==> src/rtl/hfu_pkg.sv <==
// hfu_pkg: shared types and constants for the hazard/forwarding unit.
//   hfu_state_e : freeze FSM states (RUN, WAIT, ERR)
//   FWD_*       : fwd_sel encodings driven to the EX operand muxes
//   ZERO_REG    : register number hard-wired to zero, never forwarded or hazarded
package hfu_pkg;
   typedef enum logic [1:0] {RUN, WAIT, ERR} hfu_state_e;
   localparam logic [1:0] FWD_RF  = 2'b00;
   localparam logic [1:0] FWD_MEM = 2'b01;
   localparam logic [1:0] FWD_WB  = 2'b10;
   localparam int ZERO_REG = 0;
endpackage

==> src/rtl/hfu_fwd_lane.sv <==
// hfu_fwd_lane: forwarding select for a single EX source operand.
//   ex_rs_i                     : operand register number in EX
//   mem_rd_i / mem_regwrite_i   : producer in MEM
//   wb_rd_i / wb_regwrite_i     : producer in WB
//   fwd_sel_o                   : FWD_MEM, FWD_WB or FWD_RF (MEM wins over WB)
module hfu_fwd_lane
   import hfu_pkg::*;
#(
   parameter int AW = 5
) (
   input  logic [AW-1:0] ex_rs_i,
   input  logic [AW-1:0] mem_rd_i,
   input  logic          mem_regwrite_i,
   input  logic [AW-1:0] wb_rd_i,
   input  logic          wb_regwrite_i,
   output logic [1:0]    fwd_sel_o
);
   logic mem_hit, wb_hit;
   assign mem_hit   = mem_regwrite_i && mem_rd_i != AW'(ZERO_REG) && mem_rd_i == ex_rs_i;
   assign wb_hit    = wb_regwrite_i && wb_rd_i != AW'(ZERO_REG) && wb_rd_i == ex_rs_i;
   assign fwd_sel_o = mem_hit ? FWD_MEM : wb_hit ? FWD_WB : FWD_RF;
endmodule

==> src/rtl/hazard_forward_unit.sv <==
// hazard_forward_unit: EX forwarding selects, load-use stall/flush and memory freeze FSM.
//   id_rs_i / id_rs_used_i          : ID sources (operand i at [i*AW +: AW]) and read flags
//   ex_rs_i                         : EX sources for forwarding
//   ex_rd_i / ex_regwrite_i / ex_memread_i : producer in EX
//   mem_rd_i / mem_regwrite_i / mem_load_i / mem_ready_i : producer in MEM
//   wb_rd_i / wb_regwrite_i         : producer in WB
//   fwd_sel_o                       : 2 bits per EX operand
//   stall_front_o / flush_idex_o    : load-use bubble
//   freeze_all_o                    : hold all pipeline registers while a load waits
//   timeout_err_o                   : sticky memory-timeout flag
//   HFU_STATS_EN adds saturating counters stat_lu_stalls_o, stat_freeze_cycles_o, stat_fwd_events_o.
// All outputs read 0 while rst is high.
module hazard_forward_unit
   import hfu_pkg::*;
#(
   parameter int NUM_SRC  = 2,
   parameter int AW       = 5,
   parameter int MAX_WAIT = 16,
   parameter int CW       = 8
) (
   input  logic                  clk,
   input  logic                  rst,
   input  logic [NUM_SRC*AW-1:0] id_rs_i,
   input  logic [NUM_SRC-1:0]    id_rs_used_i,
   input  logic [NUM_SRC*AW-1:0] ex_rs_i,
   input  logic [AW-1:0]         ex_rd_i,
   input  logic                  ex_regwrite_i,
   input  logic                  ex_memread_i,
   input  logic [AW-1:0]         mem_rd_i,
   input  logic                  mem_regwrite_i,
   input  logic                  mem_load_i,
   input  logic                  mem_ready_i,
   input  logic [AW-1:0]         wb_rd_i,
   input  logic                  wb_regwrite_i,
   output logic [NUM_SRC*2-1:0]  fwd_sel_o,
   output logic                  stall_front_o,
   output logic                  flush_idex_o,
   output logic                  freeze_all_o,
   output logic                  timeout_err_o
`ifdef HFU_STATS_EN
   ,
   output logic [CW-1:0]         stat_lu_stalls_o,
   output logic [CW-1:0]         stat_freeze_cycles_o,
   output logic [CW-1:0]         stat_fwd_events_o
`endif
);
   hfu_state_e    state_q, state_d;
   logic [CW-1:0] wait_cnt_q, wait_cnt_d;
   logic [NUM_SRC*2-1:0] lane_sel;
   logic lu_hit, lu, pend, freeze;

   for (genvar i = 0; i < NUM_SRC; i++) begin : g_lane
      hfu_fwd_lane #(.AW(AW)) u_lane (
         .ex_rs_i        (ex_rs_i[i*AW +: AW]),
         .mem_rd_i       (mem_rd_i),
         .mem_regwrite_i (mem_regwrite_i),
         .wb_rd_i        (wb_rd_i),
         .wb_regwrite_i  (wb_regwrite_i),
         .fwd_sel_o      (lane_sel[i*2 +: 2])
      );
   end

   always_comb begin
      lu_hit = 1'b0;
      for (int i = 0; i < NUM_SRC; i++)
         lu_hit = lu_hit | (id_rs_used_i[i] && id_rs_i[i*AW +: AW] == ex_rd_i);
   end

   assign lu     = ex_memread_i && ex_regwrite_i && ex_rd_i != AW'(ZERO_REG) && lu_hit;
   assign pend   = mem_load_i && !mem_ready_i;
   // Freeze rises combinationally on the first not-ready cycle (still in RUN) and
   // drops in the same cycle mem_ready arrives.
   assign freeze = (state_q == RUN && pend) || (state_q == WAIT && !mem_ready_i) || state_q == ERR;

   assign fwd_sel_o     = rst ? '0 : lane_sel;
   assign freeze_all_o  = !rst && freeze;
   assign stall_front_o = !rst && lu && !freeze;
   assign flush_idex_o  = stall_front_o;
   assign timeout_err_o = !rst && state_q == ERR;

   always_comb begin
      state_d    = state_q;
      wait_cnt_d = wait_cnt_q;
      case (state_q)
         RUN: if (pend) begin
            state_d    = WAIT;
            wait_cnt_d = CW'(1);
         end
         WAIT: if (mem_ready_i) begin
            state_d    = RUN;
            wait_cnt_d = '0;
         end else if (wait_cnt_q == CW'(MAX_WAIT - 1)) begin
            state_d    = ERR;
         end else begin
            wait_cnt_d = wait_cnt_q + CW'(1);
         end
         default: state_d = ERR;
      endcase
   end

   always_ff @(posedge clk) begin
      if (rst) begin
         state_q    <= RUN;
         wait_cnt_q <= '0;
      end else begin
         state_q    <= state_d;
         wait_cnt_q <= wait_cnt_d;
      end
   end

`ifdef HFU_STATS_EN
   logic [CW-1:0] lu_cnt_q, frz_cnt_q, fwd_cnt_q;
   always_ff @(posedge clk) begin
      if (rst) begin
         lu_cnt_q  <= '0;
         frz_cnt_q <= '0;
         fwd_cnt_q <= '0;
      end else begin
         lu_cnt_q  <= lu_cnt_q + CW'(stall_front_o && lu_cnt_q != '1);
         frz_cnt_q <= frz_cnt_q + CW'(freeze_all_o && frz_cnt_q != '1);
         fwd_cnt_q <= fwd_cnt_q + CW'((|fwd_sel_o) && fwd_cnt_q != '1);
      end
   end
   assign stat_lu_stalls_o     = rst ? '0 : lu_cnt_q;
   assign stat_freeze_cycles_o = rst ? '0 : frz_cnt_q;
   assign stat_fwd_events_o    = rst ? '0 : fwd_cnt_q;
`endif
endmodule

==> config.mk <==
export PLATFORM = sky130hd
export DESIGN_NAME = hazard_forward_unit
export DESIGN_NICKNAME = d
export VERILOG_FILES = /design/src/rtl/hfu_pkg.sv /design/src/rtl/hfu_fwd_lane.sv /design/src/rtl/hazard_forward_unit.sv
export SDC_FILE = /design/constraint.sdc
export NUM_CORES = 1
export LEC_CHECK = 0
export CAP_MARGIN = 30
export CORE_AREA = 4 4 54 56
export CTS_CLUSTER_SIZE = 25
export DETAILED_ROUTE_END_ITERATION = 6
export DIE_AREA = 0 0 58 60
export GPL_TIMING_DRIVEN = 0
export PLACE_DENSITY = 0.91
export REMOVE_ABC_BUFFERS = 1
export SYNTH_ARGS = -nofsm -noshare
export SYNTH_HDL_FRONTEND = slang
export SYNTH_SLANG_ARGS = --single-unit
==> constraint.sdc <==
create_clock -name clk -period 5.3 [get_ports clk]
set_input_delay 1.325 -clock clk [delete_from_list [all_inputs] [get_ports clk]]
set_output_delay 1.325 -clock clk [all_outputs]
set_load 0.01 [all_outputs]
=== Word level (Yosys, flattened, before mapping) ===
Cells that the tools add are included.

* Register bits after elaboration: 10
* Logic and storage cells: 59

* Eq/ne operators: 12
* Muxes and demuxes: 13
* Bitwise gates (word level): 1
* $add $sub $neg: 1
* Reductions and logical operators: 30

{| class="wikitable"
|+ Operator list
! cell !! number
|-
| equality test 5 bit || 6
|-
| 2-to-1 mux 8 bit || 3
|-
| logical AND 1 bit || 18
|-
| one-hot mux 8 bit (2 select lines) || 1
|-
| nonzero test 5 bit || 3
|-
| 2-to-1 mux 2 bit || 7
|-
| adder 8 x 1 -> 8 bit, second input constant || 1
|-
| equality test 8 x 4 -> 1 bit, second input constant || 1
|-
| 2-to-1 mux 4 bit || 1
|-
| one-hot mux 2 bit (2 select lines) || 1
|-
| logical NOT 1 bit || 3
|-
| inequality test 3 x 2 -> 1 bit, second input constant || 1
|-
| inequality test 3 bit, second input constant || 1
|-
| AND reduction 3 bit || 1
|-
| equality test 2 x 1 -> 1 bit, second input constant || 1
|-
| equality test 2 bit, second input constant || 1
|-
| logical NOT 2 bit || 1
|-
| logical OR 1 bit || 2
|-
| inequality test 2 bit, second input constant || 1
|-
| AND reduction 2 bit || 1
|-
| nonzero test 2 bit || 1
|-
| bitwise OR 1 bit || 1
|}

=== Depth between registers and ports, before layout ===
Gate-level depths: netlist (run 1).

* Depth in word-level cells: 7
* Gate-level depth with buffers: 6
* Gate-level depth less buffers: 5

=== Hierarchy ===
A second synthesis (run 1) with hierarchy kept.

* Cells, all modules: 130
* Area, all modules: 1049.8 um^2

{| class="wikitable"
|+ By module, submodules not included
! module !! times used !! area each (um^2) !! sequential area each (um^2) !! cells each
|-
| hazard_forward_unit || 1 || 732.0 || 200.2 || 88
|-
| hfu_fwd_lane || 2 || 158.9 || 0.0 || 21
|}

=== Least setup slack after synthesis (run 1) ===
Ideal clock, no wire load.

* Path kind: in2out
* From: input mem_rd_i[1]
* To: output fwd_sel_o[1]
* Setup slack: 1.502 ns
* Required time: 3.975 ns
* Arrival: 2.473 ns
* Buffers on the path: 0
* Cell stages on the path: 4
* Cell sequence: or4_1 o21ai_2 nor3_1 nor4_2

* Longest elaborated chain between the ends: 5

{| class="wikitable"
|+ Ends and longest elaborated chain
! item !! line !! text
|-
| start, declared || hazard_forward_unit.sv:29 || <nowiki>input logic [AW-1:0] mem_rd_i,</nowiki>
|-
| nonzero test 5 bit || hfu_fwd_lane.sv:19 || <nowiki>assign mem_hit = mem_regwrite_i && mem_rd_i != AW'(ZERO_REG) && mem_rd_i == ex_rs_i;</nowiki>
|-
| logical AND 1 bit || hfu_fwd_lane.sv:19 ||
|-
| logical AND 1 bit * || hfu_fwd_lane.sv:19 ||
|-
| 2-to-1 mux 2 bit * || hfu_fwd_lane.sv:21 || <nowiki>assign fwd_sel_o = mem_hit ? FWD_MEM : wb_hit ? FWD_WB : FWD_RF;</nowiki>
|-
| 2-to-1 mux 4 bit * || hazard_forward_unit.sv:75 || <nowiki>assign fwd_sel_o = rst ? '0 : lane_sel;</nowiki>
|-
| end, declared || hazard_forward_unit.sv:35 || <nowiki>output logic [NUM_SRC*2-1:0] fwd_sel_o,</nowiki>
|}

Every way passes the cells marked *; elsewhere a longest branch is shown, timed or not.

=== Worst setup path after layout (run 1) ===
* From: input rst
* To: output fwd_sel_o[3]

* Longest elaborated chain between the ends: 1

{| class="wikitable"
|+ Ends and longest elaborated chain
! item !! line !! text
|-
| start, declared || hazard_forward_unit.sv:22 || <nowiki>input logic rst,</nowiki>
|-
| 2-to-1 mux 4 bit || hazard_forward_unit.sv:75 ||
|}

No other way between the ends.

==> results of run 1 <==
==> cell type report <==
class	count	area [µm²]
tap	30	37.5
fill	191	896
multi-input combinational	100	731
inverter	3	11.3
sequential	10	200
timing repair buffer	52	520
clock buffer	4	36.3
==> logic make-up (layout without fill, tap and decap cells) <==
| group | Yosys count | count (layout) | share of synthesized area |
|---|---|---|---|
| AND/OR/NAND/NOR | 43 | 43 | 0.286 |
| XOR/XNOR | 31 | 31 | 0.283 |
| AO/OA/AOI/OAI | 25 | 25 | 0.180 |
| flip-flops | 10 | 10 | 0.209 |
| buffers and inverters | 6 | 59 | 0.0287 |
| adder cells (fa/ha/maj) | 1 | 1 | 0.0131 |
==> cell usage in the layout (no fill, tap or decap), drive strengths merged, types with 5 or more instances in the layout <==
cell / synthesis / layout
a21oi: 6 / 6
a31oi: 5 / 5
clkdlybuf4s50: 0 / 52
dfxtp: 10 / 10
nand2: 6 / 6
nand3: 5 / 5
nor4: 9 / 9
or4: 5 / 5
xnor2: 12 / 12
xor2: 19 / 19
==> registers in the layout, indices dropped and copies added, names as in the netlist <==
| signal | flops |
|---|---|
| wait_cnt_q | 8 |
| state_q | 2 |
==> metrics by stage <==
stage / utilization / instance area, µm² / setup slack [ns] / instances / hold slack, ns
after floorplan: - / 942 / 1.50 / 113 / 0.443
after global placement: 0.617 / 1500 / 0.390 / 195 / 0.462
after detailed placement: 0.617 / 1500 / 0.383 / 195 / 0.470
after CTS: 0.632 / 1540 / 0.368 / 199 / 0.484
after global routing: 0.632 / 1540 / 0.225 / 199 / 0.524
final: 0.632 / 1540 / 0.358 / 199 / 0.479
==> worst max-delay path: stages <==
cell                              delay (ns)
sky130_fd_sc_hd__clkdlybuf4s50_1        0.61
sky130_fd_sc_hd__inv_1                  0.19
sky130_fd_sc_hd__o211ai_1               0.11
sky130_fd_sc_hd__or4_1                  0.56
sky130_fd_sc_hd__nor4_2                 0.21
sky130_fd_sc_hd__clkdlybuf4s50_1        0.60
==> metal layers <==
layer  track usage  wire length (µm)  vias to the layer above
met1         0.169              1080                      492
met4        0.0596                40                        0
met5             0                 0                        -
li1              -                 -                      542
met2         0.302              1500                       45
met3        0.0605               237                        6
==> power groups by stage <==
stage	Sequential (mW)	Clock (mW)	Combinational [mW]
final	0.0777	0.0738	0.0777
after global routing	0.0780	0.0760	0.0841
after detailed placement	0.0795	0	0.0779
after CTS	0.0777	0.0724	0.0782
after global placement	0.0794	0	0.0751
after floorplan	0.0791	0	0.0289
==> path summary, 6_finish.rpt <==
check           startpoint             to  slack (ns)  cells past startpoint
max                    rst   fwd_sel_o[3]        0.36                      6
min          wait_cnt_q[2]  wait_cnt_q[2]        0.48                      1
max reg2reg  wait_cnt_q[0]  wait_cnt_q[7]        3.66                      5
min reg2reg  wait_cnt_q[2]  wait_cnt_q[2]        0.48                      1
==> metrics.md, run 1 <==
| Metric | Value |
|---|---|
| Total count of max-transition violations in the final report | `0` |
| Starting density of the core | `0.394` |
| Yosys cell types | `34` |
| Synthesized instance count | `116` |
| Final routed DRC violation total | `0` |
| Initial antenna violation count | `0` |
| Total vias in the final route | `1085` |
| Sequential power share | `0.339` |
| Top Ports | `53` |
| Worst Hold Class | `reg2reg` |
| Final count of negative-setup-slack endpoints | `0` |
| Maximum count of clock buffers along a single path | `2` |
| Data required, critical path | `3.97 ns` |
| Total Nets Final | `216` |
| Antenna cells | `0` |
| Total CTS buffers | `3` |
| Average detailed-routed wire length per instance | `14.4 µm` |
| Maximum number of pins on one net before global-route repair | `11` |
| Peak Freq | `0.202 GHz` |
| Leading register cell type out of synthesis | `sky130_fd_sc_hd__dfxtp_1` |
| Layout cell share with drive strength beyond 1 | `0.0473` |
| Overflow left after global routing | `0` |
| Largest vdd supply drop | `0.110 mV` |
| Area delta synth->final | `60.3%` |
| Post-synthesis async set-or-reset flop share | `0` |
| Cell type contributing the most total cell area after synthesis | `sky130_fd_sc_hd__dfxtp_1` |
| Iteration-0 DRC Markers | `21` |
| Result of the run | `complete, no violations` |
| Combined global-route utilization of all metal layers | `0.164` |
| Clock tree from TritonCTS | `done` |
| Internal portion of total power | `0.165 mW` |
| Root buffer cell | `sky130_fd_sc_hd__clkbuf_4` |
| Post-Route WL | `2860 µm` |
| Clk network pwr share | `0.322` |
| Total die area | `3480 µm²` |
| Setup repair after global routing missed its margin | `false` |
| Hold violation count in the final report | `0` |
| Count of buffers from port buffering | `52` |
| First-pass iteration count of the detailed router | `4` |
| Max-cap violation count | `0` |
| Detail-routed via count per cell | `5.45` |
| Dominant cell by count in the synthesized netlist | `sky130_fd_sc_hd__xor2_1` |
| Sequential fraction of the synthesis area | `0.209` |
| Accumulated negative setup slack | `0 ns` |
| Final clock skew | `0.00268 ns` |
| Hold buffer count at cts | `0` |
| Quantity of gates resized following cts | `0` |
| Global-route wire length before repair | `4430 µm` |
| Vias in the first global route | `1092` |
| Post-CTS clock slew at the launch and capture registers of the worst setup and hold paths | `0.07 ns` |
| Final weighted congestion in routability-driven placement | `0.809` |
| Max-Slew Margin vs Limit | `0.674` |
| Worst setup SP type | `primary input` |
| Category of the critical setup timing path | `in2out` |
| Antenna Violating Nets Remaining | `0` |
| Avg Inst Size Synth | `8.26 µm²` |
| Power density normalized to cell area | `149 nW/µm²` |
| Post-layout minimum cycle time | `4.94 ns` |
| Final total power | `0.229 mW` |
| Leakage power | `0.547 nW` |
| Top cells by area, synth | `sky130_fd_sc_hd__dfxtp_1, sky130_fd_sc_hd__xor2_1, sky130_fd_sc_hd__xnor2_1` |
| Arrival @ worst endpoint | `3.62 ns` |
| Standard-cell rows | `18` |
| Combinational Power Share | `0.339` |
| Fin crit share | `0.932` |
| Number of clock sinks seen by CTS | `10` |
| Synth warn | `0` |
| Horizontal die dimension | `58 µm` |
| Later-pin clock latency in the skew report | `0.28 ns` |
| Total core area | `2430 µm²` |
| Deepest level of the CTS H-tree | `1` |
| Switching power | `0.0639 mW` |
| Switching share of power | `0.279` |
| Commonest cells in the netlist | `sky130_fd_sc_hd__xor2_1, sky130_fd_sc_hd__xnor2_1, sky130_fd_sc_hd__dfxtp_1, sky130_fd_sc_hd__nor4_1` |
| Slew of the pin with the lowest slew margin | `0.487 ns` |
| Area of the mapped netlist | `958 µm²` |
| Post-synth top area share | `0.209` |
| Die Span Y | `60 µm` |
| Element type at the critical path end | `primary output` |
| Detailed placement HPWL | `2480 µm` |
| Max FO, Critical Path | `10` |
| Number of flip-flops and latches in the synthesized netlist | `10` |
| Number of flops mapped to enable cells by yosys | `0` |
| Post CTS Setup Buffer Count | `0` |
Note: power is estimated with default switching activity, not from simulation.
==> run 2, diff against run 1 <==
Settings changed: CAP_MARGIN 30 to unset, SKIP_LAST_GASP set to 1.
==> results of run 2 <==
Final layout, timing and power as in run 1 (identical DEF).
